### config.mk
export PLATFORM = sky130hd
export DESIGN_NAME = seg_scan
export DESIGN_NICKNAME = d
export VERILOG_FILES = /design/src/rtl/seg_pkg.sv /design/src/rtl/seg_blank_mask.sv /design/src/rtl/seg_scan.sv
export SDC_FILE = /design/constraint.sdc
export NUM_CORES = 1
export LEC_CHECK = 0
export ABC_AREA = 1
export BUFFER_PORTS_ARGS = -buffer_cell sky130_fd_sc_hd__buf_2
export CORE_ASPECT_RATIO = 0.9
export CORE_MARGIN = 3
export CORE_UTILIZATION = 60
export CTS_CLUSTER_SIZE = 8
export DETAILED_ROUTE_END_ITERATION = 8
export HOLD_SLACK_MARGIN = 0.08
export PLACE_DENSITY = 0.91
export RECOVER_POWER = 50
export SLEW_MARGIN = 15
export SYNTH_ARGS = -nofsm -noshare
export SYNTH_HDL_FRONTEND = slang
export SYNTH_SLANG_ARGS = --single-unit
### constraint.sdc
create_clock -name clk -period 3.46 [get_ports clk]
set_input_delay 0.519 -clock clk [delete_from_list [all_inputs] [get_ports clk]]
set_output_delay 0.519 -clock clk [all_outputs]
set_load 0.02 [all_outputs]
### src/rtl/seg_pkg.sv
// Shared types and constants for the four-digit
// multiplexed BCD display scanner.
package seg_pkg;

  typedef enum logic {
    SHOW  = 1'b0,
    GUARD = 1'b1
  } state_e;

  localparam int          NUM_DIG = 4;
  localparam logic [3:0]  DIG_OFF = 4'b1111;
  localparam logic [3:0]  BCD_MAX = 4'd9;

endpackage

### src/rtl/seg_blank_mask.sv
// Per-digit blank mask: non-BCD nibbles are always
// blanked, leading zeros only when blanking is enabled.
import seg_pkg::*;

module seg_blank_mask (
  input  logic [15:0]        iShadow,
  input  logic               iLzb,
  output logic [NUM_DIG-1:0] oMask
);

  logic [3:0] nib3, nib2, nib1, nib0;
  logic       z3, z2, z1;

  assign nib3 = iShadow[15:12];
  assign nib2 = iShadow[11:8];
  assign nib1 = iShadow[7:4];
  assign nib0 = iShadow[3:0];

  // zN: nibbles N..3 are all zero, so digit N is a leading zero
  always_comb begin
    z3 = (nib3 == 4'd0);
    z2 = z3 && (nib2 == 4'd0);
    z1 = z2 && (nib1 == 4'd0);
    oMask[3] = (nib3 > BCD_MAX) || (iLzb && z3);
    oMask[2] = (nib2 > BCD_MAX) || (iLzb && z2);
    oMask[1] = (nib1 > BCD_MAX) || (iLzb && z1);
    oMask[0] = (nib0 > BCD_MAX);
  end

endmodule

### src/rtl/seg_scan.sv
// Time-multiplexed scanner for a 4-digit display with
// guard gaps and frame-aligned (tear-free) value updates.
import seg_pkg::*;

module seg_scan #(
  parameter int DIG_CYC   = 50000,
  parameter int GUARD_CYC = 500
) (
  input  logic        clk,
  input  logic        rst,
  input  logic [15:0] iBCD,
  input  logic        iValid,
  output logic        oReady,
  input  logic        iLzb,
  output logic [3:0]  oDEC,
  output logic [3:0]  oDIG,
  output logic        oFrame
);

  localparam int CNT_MAX =
    (DIG_CYC > GUARD_CYC) ? DIG_CYC : GUARD_CYC;
  localparam int CNT_W =
    (CNT_MAX > 1) ? $clog2(CNT_MAX) : 1;
  localparam logic [CNT_W-1:0] DIG_LAST = CNT_W'(DIG_CYC - 1);
  localparam logic [CNT_W-1:0] GRD_LAST = CNT_W'(GUARD_CYC - 1);
  localparam logic [1:0]       IDX_LAST = 2'(NUM_DIG - 1);

  state_e           state_q, state_d;
  logic [1:0]       idx_q, idx_d;
  logic [CNT_W-1:0] cnt_q, cnt_d;
  logic [15:0]      shadow_q, shadow_d;
  logic [15:0]      pending_q, pending_d;
  logic             pend_q, pend_d;

  logic             frame_end;
  logic             xfer;
  logic [NUM_DIG-1:0] mask;

  seg_blank_mask u_mask (
    .iShadow (shadow_q),
    .iLzb    (iLzb),
    .oMask   (mask)
  );

  assign frame_end = (state_q == GUARD) && (idx_q == IDX_LAST)
                  && (cnt_q == GRD_LAST);
  assign xfer = iValid && !pend_q;

  // all state held in async-reset flops
  always_ff @(posedge clk or posedge rst) begin
    if (rst) begin
      state_q   <= GUARD;
      idx_q     <= IDX_LAST;
      cnt_q     <= '0;
      shadow_q  <= '0;
      pending_q <= '0;
      pend_q    <= 1'b0;
    end else begin
      state_q   <= state_d;
      idx_q     <= idx_d;
      cnt_q     <= cnt_d;
      shadow_q  <= shadow_d;
      pending_q <= pending_d;
      pend_q    <= pend_d;
    end
  end

  // scan sequencer: SHOW a digit, then GUARD all-off, next digit
  always_comb begin
    state_d = state_q;
    idx_d   = idx_q;
    cnt_d   = cnt_q + 1'b1;
    unique case (state_q)
      SHOW: begin
        if (cnt_q == DIG_LAST) begin
          state_d = GUARD;
          cnt_d   = '0;
        end
      end
      GUARD: begin
        if (cnt_q == GRD_LAST) begin
          state_d = SHOW;
          cnt_d   = '0;
          idx_d   = idx_q + 2'd1;
        end
      end
      default: begin
        state_d = GUARD;
        cnt_d   = '0;
      end
    endcase
  end

  // value path: shadow only moves at frame end, one-deep buffer
  always_comb begin
    shadow_d  = shadow_q;
    pending_d = pending_q;
    pend_d    = pend_q;
    if (frame_end) begin
      if (xfer) begin
        shadow_d = iBCD;
      end else if (pend_q) begin
        shadow_d = pending_q;
        pend_d   = 1'b0;
      end
    end else if (xfer) begin
      pending_d = iBCD;
      pend_d    = 1'b1;
    end
  end

  // outputs decoded from registers and live blanking enable
  always_comb begin
    oReady = !pend_q;
    oFrame = frame_end && !rst;
    oDEC   = shadow_q[{idx_q, 2'b00} +: 4];
    oDIG   = DIG_OFF;
    if ((state_q == SHOW) && !mask[idx_q]) begin
      oDIG = ~(4'b0001 << idx_q);
    end
  end

endmodule

==> impl_metrics.yaml <==
power_and_ir_drop:
  p_leak_nw: 1.525
  pwr-share-seq_pct: 62.0
  p_int_mw: 0.7602
  powerDensity_nw_per_um2: 315.0
  clockPowerShare_pct: 35.2
  p_sw_share_pct: 22.44
  ir_drop_uv: 171.7
  p_switching_mw: 0.2199
  power_mw: 0.9801
  pwr-share-comb_pct: 2.8
synth:
  syn_area_per_cell_um2: 7.484
  yosysMostFrequentCell: "nand2_1"
  synth_area_leaders: "dfrtp_1 43%, nand2_1 13%, o21ai_0 7.1%"
  synth_nets: 410
  synth_cells: 384
  syn-cell-area_um2: 2874
  synth_top_area_share_pct: 42.66
  synth_largest_area_cell: "dfrtp_1"
  ys_seq_area_share_pct: 45.41
  synth_flop_cell: "dfrtp_1"
  synth-seq-cells: 52
  synth_common_cells: "103 x nand2_1, 49 x dfrtp_1, 49 x nor2_1"
  synth_edf_count: 0
  yosysWarnings: 0
  yosysUniqueCellTypes: 33
  synthArstFlopShare_pct: 100.0
floorplanning:
  dieArea_um2: 5658
  fp-row-count: 23
  die_y_um: 71.66
  die_w_um: 78.96
  initial_core_util_pct: 63.21
  io_pins: 30
  core_um2: 4547
clock_network:
  htreeDepth: 2
  max-clock-path-buffers: 2
  clkLatencyLatePin_ns: 0.31
  cts_hold_buf: 0
  clkSinkCount: 52
  ctsResizeCount: 0
  cts_root_buf: "clkbuf_8"
  cts_setup_buffers: 0
  cts-buffers-inserted: 5
  cts_tree: "yes"
  cts.clk_slew.worst_paths_ns: 0.09
sta:
  slew_viol_final: 53
  slew_headroom_pct: -47.95
  finClkSkew_ns: 0.009416
  worst_slack_ns: 0.8656
  fin_setup_tns_ns: 0
  fmax_mhz: 385.5
  period_share_pct: 74.98
  final-hold-violation-count: 0
  fin_crit_ns: 2.594
  hold_slack_ns: 0.4267
  rsz0062_at_grt: "false"
  finalSetupViolations: 0
  worst_pin_slew_ns: 2.207
final_layout:
  syn_to_final_growth_pct: 8.272
  ff_latch_area_um2: 1305
  multi_input_area_um2: 1313
  antenna_cells: 0
  fill_cells: 382
  fin_nets: 433
  utilization_pct: 68.44
  drive_gt1_share_pct: 10.78
routing:
  drt-vias-per-instance: 5.426
  vias: 2550
  drt_iter0_markers: 198
  drt-pass1-iter-count: 5
  wl_per_cell_um: 12.95
  routed_wl_mm: 6.085
  drc_errors: 0
  ant_nets: 0
worst_setup_path:
  cp.required_ns: 2.94
  cp_max_fo: 5
  critPathLaunchType: "flop"
  path_class: "flop to primary output"
  cp.arrival_ns: 2.08
  end_kind: "primary output"
grt:
  grt.total_usage_pct: 22.74
  grt_pass1_vias: 2208
  grt_max_degree: 53
  overflow: 0
  grt_pass1_wl_mm: 10.17
  antenna_found_initial: 0
place:
  portBuffers: 29
  routabilityCongestion: 0.9064
  pre_cts_slack_ns: 1.191
  hpwl_mm: 4.412
flow_run:
  maxCapViolCount: 1
worst_hold_path:
  hp-class: "input port to flop"
outcome:
  violations: "max-capacitance violations, max-slew violations"
  run_status: "complete, but fails checks"
[logic make-up after synthesis]
family | share of synthesized area [%]
flops | 45.41
xor+xnor | 2.743
compound gates | 9.970
simple gates | 30.61
fa+ha+maj | 2.612
buf+inv | 8.663
[cells in the final DEF, fill, tap and decap left out, drive strengths merged]
cell	n
buf	28
nand4	26
and2b	1
ha	6
clkinvlp	2
dfstp	3
xor2	8
o21ai	42
o211ai	1
o21bai	1
clkbuf	8
dfrtp	49
or2	1
inv	43
nand2	104
o22ai	2
a32oi	1
nor3	3
a21oi	8
xnor2	1
nand3	12
nor3b	2
nor2	51
clkinv	4
nor4	1
[per-layer routing]
metal  vias up  track usage (%)  share of wire, %
met5         -                0                 0
met4         0            5.725               1.2
met3         9            5.025               7.5
met2        94            34.02                44
met1      1163            33.97                48
li1       1284                -                 -
[state kept, by name, summed over array words and instances (netlist names)]
name	cells
pending_q	16
idx_q	2
state_q	1
shadow_q	16
pend_q	1
cnt_q	16
[critical path, stage by stage (launching register included)]
cell and delay (ns):
dfrtp_1 0.42, nand2_2 0.10, nor2_1 0.30, inv_2 0.07, nor2_1 0.09, nand2_1 0.07
nor2_1 0.24, nand2_1 0.13, nor2_1 0.15, buf_2 0.19
[power groups by stage]
stage                     Sequential (mW)  Clock, mW  Combinational (mW)
after floorplan                     0.619          0              0.0111
after global placement              0.619          0              0.0276
after detailed placement            0.619          0              0.0279
after CTS                           0.607      0.349              0.0281
after global routing                0.608      0.373              0.0316
final                               0.608      0.345              0.0272
[area by class of cell]
| type | count | share of cell area [%] |
|---|---|---|
| clock buffer | 6 | 2.332 |
| clock inverter | 2 | 0.5227 |
| inverter | 47 | 5.710 |
| multi-input combinational | 271 | 42.18 |
| sequential | 52 | 41.94 |
| tap | 62 | 2.493 |
| timing repair buffer | 30 | 4.825 |
[worst paths after layout]
path	slack, ns	depth (start not counted)	startpoint	endpoint
setup / recovery	0.87	9	cnt_q[4]	oFrame
hold / removal	0.43	3	iBCD[7]	pending_q[7]
setup reg to reg	1.06	10	cnt_q[4]	pending_q[15]
hold reg to reg	0.49	2	shadow_q[0]	shadow_q[0]
max in group asynchronous	1.66	2	rst	pending_q[1]
min in group asynchronous	0.80	2	rst	cnt_q[8]
[stage by stage]
step                instance area (um2)  instances
finish                             3112        470
global route                       3112        470
global placement                   3032        462
floorplan                          2874        384
detailed placement                 3032        462
CTS                                3120        470
No activity file was read; power rests on OpenSTA's default activity.
